`config.mk`:
```
export PLATFORM = sky130hd
export DESIGN_NAME = uart_hex_formatter_flat
export DESIGN_NICKNAME = d
export VERILOG_FILES = /design/src/rtl/uart_hex_formatter_pkg.sv /design/src/rtl/uart_hex_formatter_if.sv /design/src/rtl/uart_hex_formatter_encoder.sv /design/src/rtl/uart_hex_formatter.sv /design/src/flat_wrapper.sv
export SDC_FILE = /design/constraint.sdc
export NUM_CORES = 1
export LEC_CHECK = 0
export ABC_AREA = 1
export BUFFER_PORTS_ARGS = -buffer_cell sky130_fd_sc_hd__buf_4
export CORE_MARGIN = 2
export CORE_UTILIZATION = 35
export DETAILED_ROUTE_END_ITERATION = 8
export HOLD_SLACK_MARGIN = 0.03
export PLACE_DENSITY_LB_ADDON = 0.1
export SLEW_MARGIN = 20
export SYNTH_ARGS = -nofsm -noshare
export SYNTH_HDL_FRONTEND = slang
export SYNTH_SLANG_ARGS = --single-unit
```
`constraint.sdc`:
```
create_clock -name clk -period 2.5 [get_ports clk]
set_input_delay 0.375 -clock clk [delete_from_list [all_inputs] [get_ports clk]]
set_output_delay 0.375 -clock clk [all_outputs]
set_load 0.01 [all_outputs]
```
`src/rtl/uart_hex_formatter_pkg.sv`:
```
// counter_pkg: shared FSM states, ASCII constants and nibble-to-hex-character mapping
package counter_pkg;
  typedef enum logic [1:0] {IDLE, START, ACK, DRAIN} state_t;
  localparam logic [0:7] ASCII_CR = 8'h0D;
  localparam logic [0:7] ASCII_LF = 8'h0A;
  localparam logic [0:7] ASCII_0 = 8'h30;
  localparam logic [0:7] ASCII_A = 8'h41;
  function automatic logic [0:7] nibble_to_ascii(input logic [0:3] n);
    return (n < 4'd10) ? ASCII_0 + {4'h0, n} : ASCII_A + {4'h0, n} - 8'd10;
  endfunction
endpackage

```
`src/rtl/uart_hex_formatter_if.sv`:
```
// uart_hex_formatter_if: count input, transmitter handshake and status between counter, formatter and UART
interface uart_hex_formatter_if #(parameter int P_WIDTH = 32);
  logic [0:P_WIDTH-1] i_count;
  logic i_count_valid;
  logic o_ready;
  logic [0:7] o_uart_data;
  logic o_start_uart;
  logic i_tx_busy;
  logic o_overrun;
  modport slave (
    input i_count, i_count_valid, i_tx_busy,
    output o_ready, o_uart_data, o_start_uart, o_overrun
  );
  modport master (
    output i_count, i_count_valid, i_tx_busy,
    input o_ready, o_uart_data, o_start_uart, o_overrun
  );
endinterface

```
`src/rtl/uart_hex_formatter_encoder.sv`:
```
// hex_ascii_encoder: combinational 4-bit nibble to uppercase ASCII hex character
module hex_ascii_encoder
  import counter_pkg::*;
(
  input logic [0:3] nib,
  output logic [0:7] ascii
);
  assign ascii = nibble_to_ascii(nib);
endmodule

```
`src/rtl/uart_hex_formatter.sv`:
```
// uart_hex_formatter: sequences a captured count into uppercase hex ASCII bytes for a UART transmitter
module uart_hex_formatter
  import counter_pkg::*;
#(
  parameter int P_WIDTH = 32,
  parameter int P_NEWLINE = 1
) (
  input logic clk,
  input logic i_reset,
  uart_hex_formatter_if.slave bus
);
  localparam int D = P_WIDTH / 4;
  localparam int N = D + 2 * P_NEWLINE;
  localparam int IW = (N > 1) ? $clog2(N) : 1;
  state_t state;
  logic [0:P_WIDTH-1] shreg, shifted;
  logic [IW-1:0] idx;
  logic [0:3] nib;
  logic [0:7] digit, next_char;
  assign shifted = shreg << 4;
  // in IDLE the first digit comes straight from the incoming count so it is ready on the START cycle
  assign nib = (state == IDLE) ? bus.i_count[0:3] : shifted[0:3];
  hex_ascii_encoder enc (.nib(nib), .ascii(digit));
  always_comb next_char = (int'(idx) + 1 < D) ? digit : (int'(idx) + 1 == D) ? ASCII_CR : ASCII_LF;
  assign bus.o_ready = (state == IDLE);
  assign bus.o_overrun = bus.i_count_valid & ~bus.o_ready;
  always_ff @(posedge clk) begin
    if (i_reset) begin
      state <= IDLE;
      shreg <= '0;
      idx <= '0;
      bus.o_uart_data <= '0;
      bus.o_start_uart <= 1'b0;
    end else begin
      bus.o_start_uart <= 1'b0;
      case (state)
        IDLE: if (bus.i_count_valid) begin
          shreg <= bus.i_count;
          idx <= '0;
          bus.o_uart_data <= digit;
          bus.o_start_uart <= 1'b1;
          state <= START;
        end
        START: state <= ACK;
        ACK: if (bus.i_tx_busy) state <= DRAIN;
        DRAIN: if (!bus.i_tx_busy) begin
          if (idx == IW'(N - 1)) state <= IDLE;
          else begin
            idx <= idx + 1'b1;
            shreg <= shifted;
            bus.o_uart_data <= next_char;
            bus.o_start_uart <= 1'b1;
            state <= START;
          end
        end
      endcase
    end
  end
endmodule

```
`src/flat_wrapper.sv`:
```
// flat-port wrapper written by rule: the top's interface ports become plain ports
module uart_hex_formatter_flat import counter_pkg::*;
#(
  parameter int P_WIDTH = 32,
  parameter int P_NEWLINE = 1
)
  (clk, i_reset, bus_i_count, bus_i_count_valid, bus_i_tx_busy, bus_o_ready, bus_o_uart_data, bus_o_start_uart, bus_o_overrun);
  uart_hex_formatter_if #(.P_WIDTH(P_WIDTH)) bus_i ();
  input logic clk;
  input logic i_reset;
  input wire logic [$bits(bus_i.i_count)-1:0] bus_i_count;
  input wire logic [$bits(bus_i.i_count_valid)-1:0] bus_i_count_valid;
  input wire logic [$bits(bus_i.i_tx_busy)-1:0] bus_i_tx_busy;
  output wire logic [$bits(bus_i.o_ready)-1:0] bus_o_ready;
  output wire logic [$bits(bus_i.o_uart_data)-1:0] bus_o_uart_data;
  output wire logic [$bits(bus_i.o_start_uart)-1:0] bus_o_start_uart;
  output wire logic [$bits(bus_i.o_overrun)-1:0] bus_o_overrun;
  assign bus_i.i_count = bus_i_count;
  assign bus_i.i_count_valid = bus_i_count_valid;
  assign bus_i.i_tx_busy = bus_i_tx_busy;
  assign bus_o_ready = bus_i.o_ready;
  assign bus_o_uart_data = bus_i.o_uart_data;
  assign bus_o_start_uart = bus_i.o_start_uart;
  assign bus_o_overrun = bus_i.o_overrun;
  uart_hex_formatter #(.P_WIDTH(P_WIDTH), .P_NEWLINE(P_NEWLINE)) u_core (.clk(clk), .i_reset(i_reset), .bus(bus_i));
endmodule
```
==> results.py, run 1 <==
metrics = {
    "global_routing": {
        "grt.total_usage_pct": 15.2,
        "first_global_vias": 1978,
        "met1_usage_pct": 20.3,
        "grt_pass1_wl_um": 8950,
        "grt_use_met2_pct": 25.2,
        "grt-busiest-layer": "met2",
        "grt_max_degree": 52,
        "grtUsageMet3_pct": 3.74,
        "grt_overflow": 0,
        "grt_antenna_before_repair": 0,
    },
    "worst_setup_path": {
        "critPathTopFamily": "buffers and inverters",
        "required_ps": 2720,
        "startpoint_type": "flop",
        "slowest_delay_ps": 470,
        "timing.rr.end": "u_core.shreg[28]",
        "cp-end-kind": "flop",
        "crit_chain": "inv_1 -> ha_1 -> inv_4 -> o21ai_4 -> inv_2 -> nand2_4 -> buf_4 -> nand2_1 -> a21oi_1",
        "path_buf_inv": 4,
        "reg2reg_slack_ps": 400,
        "crit_slowest_cell": "ha_1",
        "r2r_cells": 9,
        "path_class": "reg2reg",
        "cp_max_fo": 28,
        "crit_arrival_ps": 2320,
        "timing.rr.start": "u_core.state[0]",
    },
    "hold_path": {
        "hold_depth": 2,
        "hold_end": "u_core.bus.o_uart_data[1]",
        "hp-class": "in2reg",
        "worstHoldStart": "i_reset",
    },
    "layout": {
        "drive_above_1_share_pct": 25.8,
        "diodes": 0,
        "final_nets": 399,
        "fin_util_pct": 43.1,
        "syn_to_final_growth_pct": 19.2,
        "nFillCells": 676,
        "instances_no_fill": 434,
    },
    "timing": {
        "max_freq_mhz": 476,
        "slew_violations": 0,
        "fin_crit_ps": 2100,
        "tns_ps": 0,
        "grt_setup_unrepaired": "false",
        "fin_skew_ps": 11.0,
        "slew_headroom_pct": 60.8,
        "hold_viol": 0,
        "period_share_pct": 84.1,
        "finalSetupViolations": 0,
        "worst_hold_slack_ps": 336,
        "worstMarginPinSlew_ps": 588,
    },
    "placement": {
        "hpwl_um": 3640,
        "dp_cells": 426,
        "io_buffer_count": 45,
        "globalplace.congestion": 0.776,
    },
    "power": {
        "power_density_nw_per_um2": 1310,
        "total_power_mw": 3.56,
        "p_leak_nw": 1.23,
        "ir_drop_v": 0.000579,
    },
    "synthesis": {
        "syn_area_um2": 2280,
        "synth_fp_nets": 362,
        "synth_cells": 319,
        "yosysWarnings": 0,
        "synth_area_leaders": "dfxtp_1 37%, nand2_1 13%, a21oi_2 8.4%",
        "ys_seq_elements": 42,
        "yosysTopAreaCell": "dfxtp_1",
        "netlist.area_leader.share_pct": 36.8,
        "synth.avg_cell_area_um2": 7.16,
        "synth_cell_types": 28,
        "ys_seq_area_share_pct": 36.8,
    },
    "clock_tree": {
        "cts_tree": "done",
        "numCtsBuffers": 5,
        "clk_pin_slew_ps": 90,
        "postCtsHoldBufs": 0,
        "cts_resized": 0,
        "htreeDepth": 2,
        "cts-root-buf": "clkbuf_8",
        "postCtsSetupBuffers": 0,
        "clock-sinks": 42,
        "clock_latency_ps": 290,
        "clockBufferDepth": 2,
    },
    "routing": {
        "drcViolationCount": 0,
        "post_drt_wl_per_cell_um": 12.0,
        "drt_iter0_markers": 116,
        "wl_um": 5220,
        "vias": 2047,
        "antenna_left": 0,
        "viasPerCell": 4.72,
        "first_pass_iters": 4,
    },
    "die": {
        "die_w_um": 84.8,
        "die_h_um": 84.8,
        "initial_utilization_pct": 36.2,
        "io_pins": 47,
        "placementRows": 29,
        "dieArea_um2": 7190,
        "core-area_um2": 6310,
    },
    "outcome": {
        "outcome": "completed",
    },
    "job": {
        "maxCapViolations": 0,
    },
}
[where the power goes]
group | internal, mW | switching [mW] | leakage [nW]
Sequential | 0.985 | 0.147 | 0.348
Combinational | 0.708 | 1.27 | 0.838
Clock | 0.223 | 0.234 | 0.0482
Total | 1.92 | 1.65 | 1.23
[worst max path at each step]
stage	startpoint	end	slack, ps	cells after the start
2_1_floorplan	u_core.state[0]	u_core.bus.o_uart_data[1]	740	11
3_3_place_gp	u_core.state[0]	u_core.bus.o_uart_data[1]	440	10
3_5_place_dp	u_core.state[0]	u_core.shreg[28]	410	9
4_1_cts	u_core.state[0]	u_core.shreg[28]	390	9
5_1_grt	u_core.state[0]	u_core.bus.o_uart_data[1]	130	10
6_report	u_core.state[0]	u_core.shreg[28]	400	9
[metrics by stage]
stage          worst slack, ps  cell area [µm²]
3_3_place_gp               439             2630
5_1_grt                    133             2720
3_5_place_dp               409             2630
4_1_cts                    386             2720
6_report                   399             2720
2_1_floorplan              743             2280
[synth_stat cells]
library cell,n
nand2_1,77
dfxtp_1,42
inv_1,37
o21ai_0,27
o21ai_1,25
a21oi_1,22
a21oi_2,22
nand3_1,14
nor2_1,8
ha_1,7
nand2_2,6
buf_4,5
buf_6,5
clkbuf_1,5
buf_1,2
buf_2,2
inv_2,2
clkinv_2,1
conb_1,1
inv_4,1
nand2_4,1
nand3_2,1
nand4_1,1
o211a_1,1
o21ai_2,1
o21ai_4,1
o22ai_1,1
or2_1,1
[registers in the layout, summed over array words and instances, names as in the netlist]
register                 count
u_core.shreg                28
u_core.bus.o_uart_data       7
u_core.idx                   4
u_core.state                 2
u_core.bus.o_start_uart      1
[layout make-up]
type	count	area (µm²)	area share (%)
Clock buffer	7	86.3	3.17
Inverter	41	158	5.79
Timing Repair Buffer	49	380	14.0
Multi-Input combinational cell	217	1160	42.5
Sequential cell	42	841	30.9
Clock inverter	1	5.00	0.184
Tap cell	77	96.3	3.54
[layout by cell type (no fill, tap or decap), types with 2 or more instances in the layout]
cell | synthesis | final
buf_4 | 5 | 48
inv_2 | 2 | 2
o21ai_1 | 25 | 25
nand2_2 | 6 | 6
clkbuf_8 | 0 | 6
o21ai_0 | 27 | 27
nor2_1 | 8 | 8
inv_1 | 37 | 37
dfxtp_1 | 42 | 42
ha_1 | 7 | 7
a21oi_1 | 22 | 22
clkinv_2 | 1 | 2
nand3_1 | 14 | 14
a21oi_2 | 22 | 22
nand2_1 | 77 | 77
[metal layers]
layer / part of all wire (%) / wire (µm)
met1: 51 / 2660
met2: 45 / 2370
met3: 3.5 / 182
met4: 0.19 / 10
met5: 0 / 0
[kinds of logic after synthesis]
group           Yosys count  synth area share (%)
simple gates            109                  20.2
compound gates          100                  26.5
buf+inv                  60                  12.6
flops                    42                  36.8
fa+ha+maj                 7                  3.83
other cells               1                 0.164
Note: power is estimated with default switching activity, not from simulation.
==> run 2, diff against run 1 <==
==> constraint.sdc (replaced) <==
create_clock -name clk -period 1.7 [get_ports clk]
set_input_delay 0.255 -clock clk [delete_from_list [all_inputs] [get_ports clk]]
set_output_delay 0.255 -clock clk [all_outputs]
set_load 0.01 [all_outputs]
==> run 2 against run 1 <==
Sequential power increased by 46%. Worst hold slack got worse by 120 ps. Flip-flop and latch count unchanged. Clock power increased by 69%. Clock-buffer cell count unchanged. Non-clock buffer count increased by 12. Via count increased by 1.6%. Critical path depth decreased by 1. Fmax increased by 33%. Utilization increased by 2.3 points. Routed wire length increased by 3.0%. Global-route usage increased by 0.80 points. Critical path type unchanged. Critical endpoint is now u_core.shreg[30]. Largest power group unchanged.
==> results.py, run 2 (synthesis gave the netlist of run 1 again) <==
metrics = {
    "worst_setup_path": {
        "slowest_delay_ps": 460,
        "crit_slowest_cell": "dfxtp_1",
        "crit_chain": "ha_1 -> nand3_2 -> nand2_2 -> nand2_2 -> nand2_4 -> buf_12 -> nand2_1 -> a21oi_1",
        "crit_arrival_ps": 1810,
        "cp_common_cell": "nand2_2",
        "cp-end-kind": "flop",
        "cp_max_fo": 34,
        "required_ps": 1930,
        "startpoint_type": "flop",
        "path_class": "reg2reg",
    },
    "global_routing": {
        "first_global_vias": 1958,
        "grt_overflow": 0,
        "grt.total_usage_pct": 16.0,
        "grt_antenna_before_repair": 0,
        "grt_pass1_wl_um": 9190,
        "grt_max_degree": 35,
    },
    "timing": {
        "hold_viol": 0,
        "slew_violations": 0,
        "max_freq_mhz": 632,
        "tns_ps": 0,
        "period_share_pct": 93.1,
        "finalSetupViolations": 0,
        "fin_skew_ps": 2.27,
        "grt_setup_unrepaired": "false",
        "fin_crit_ps": 1580,
    },
    "clock_tree": {
        "numCtsBuffers": 5,
        "cts_tree": "done",
        "clk_pin_slew_ps": 80,
        "clock-sinks": 42,
        "clockBufferDepth": 2,
        "clock_latency_ps": 290,
        "postCtsSetupBuffers": 0,
        "postCtsHoldBufs": 0,
        "htreeDepth": 2,
        "cts-root-buf": "clkbuf_8",
    },
    "power": {
        "ir_drop_v": 0.000962,
        "power_density_nw_per_um2": 2000,
        "p_leak_nw": 1.30,
    },
    "routing": {
        "drt_iter0_markers": 92,
        "viasPerCell": 4.66,
        "wl_um": 5380,
        "first_pass_iters": 4,
        "vias": 2080,
        "drcViolationCount": 0,
        "antenna_left": 0,
        "post_drt_wl_per_cell_um": 12.1,
    },
    "layout": {
        "syn_to_final_growth_pct": 25.6,
        "drive_above_1_share_pct": 29.8,
        "reg_top3": "u_core.shreg: 28 flops, u_core.bus.o_uart_data: 7 flops, u_core.idx: 4 flops",
        "fin_util_pct": 45.4,
        "final_cell_mix": "77 x nand2_1, 59 x buf_4, 40 x dfxtp_1, 35 x inv_1, 26 x o21ai_0",
        "final_nets": 411,
        "regMostFlops": "u_core.shreg",
        "largest_register_ffs": 28,
        "diodes": 0,
        "final_common_cell": "nand2_1",
    },
    "hold_path": {
        "hp-class": "in2reg",
    },
    "die": {
        "placementRows": 29,
        "core-area_um2": 6310,
        "die_h_um": 84.8,
        "die_w_um": 84.8,
        "io_pins": 47,
        "initial_utilization_pct": 36.2,
        "dieArea_um2": 7190,
    },
    "placement": {
        "hpwl_um": 3930,
        "io_buffer_count": 45,
        "globalplace.congestion": 0.754,
    },
    "job": {
        "maxCapViolations": 0,
    },
    "outcome": {
        "outcome": "completed",
    },
}
-- run 2: cell count changes in the layout (fill, tap and decap cells not counted), moves of 2 or more --
cell,before,now
dfxtp_2,0,2
inv_2,2,4
dfxtp_1,42,40
ha_1,7,5
inv_1,37,35
buf_4,48,59
-- run 2: final timing paths --
check | depth (start not counted) | end | from | slack, ps
worst max register to register | 8 | u_core.shreg[30] | u_core.idx[0] | 120
worst min register to register | 2 | u_core.shreg[23] | u_core.shreg[23] | 450
worst max-delay path | 8 | u_core.shreg[30] | u_core.idx[0] | 120
worst min-delay path | 2 | u_core.bus.o_uart_data[1] | i_reset | 220
-- run 2: power breakdown --
| group | internal (mW) | switching, mW | total (mW) | leakage (nW) |
|---|---|---|---|---|
| logic | 1.33 | 1.98 | 3.31 | 0.902 |
| registers | 1.45 | 0.195 | 1.65 | 0.348 |
| clock network | 0.440 | 0.334 | 0.774 | 0.0524 |
| total | 3.23 | 2.51 | 5.73 | 1.30 |
-- run 2: critical path, delay by kind of cell, from the launching register on --
kind / cells / cell delay [ps]
simple gates: 5 / 460
flops: 1 / 460
compound gates: 1 / 150
fa+ha+maj: 1 / 220
buf+inv: 1 / 210
-- run 2: stage by stage --
step / setup WS [ps] / instances / hold slack [ps] / total power [mW] / instance area (µm²)
floorplan: 0.490 / 319 / 324 / 4.07 / 2280
global placement: 27.6 / 438 / 441 / 4.88 / 2730
detailed placement: 2.02 / 438 / 445 / 4.90 / 2730
CTS: 41.8 / 446 / 214 / 5.74 / 2850
global route: 1.16 / 446 / 218 / 6.28 / 2870
finish: 118 / 446 / 220 / 5.73 / 2870
-- run 2: metal layers --
layer	routed length (µm)	vias up	track usage, %
met5	0	-	0
met4	56	0	5.19
met3	212	5	3.93
met2	2550	31	26.4
met1	2560	918	20.4
li1	-	1126	-
-- run 2: final cells by class --
cell class / instances / area [µm²]
clock inverters: 1 / 30.0
fillers: 694 / 3440
repair buffers: 61 / 483
well taps: 77 / 96.3
clock buffers: 7 / 76.3
multi-input cells: 217 / 1180
inverters: 41 / 158
flip-flops and latches: 42 / 843
-- run 2: what timing repair did --
action,in CTS,in global routing
pin swaps,0,1
resized for setup,2,7
endpoints found under the setup margin,1,30
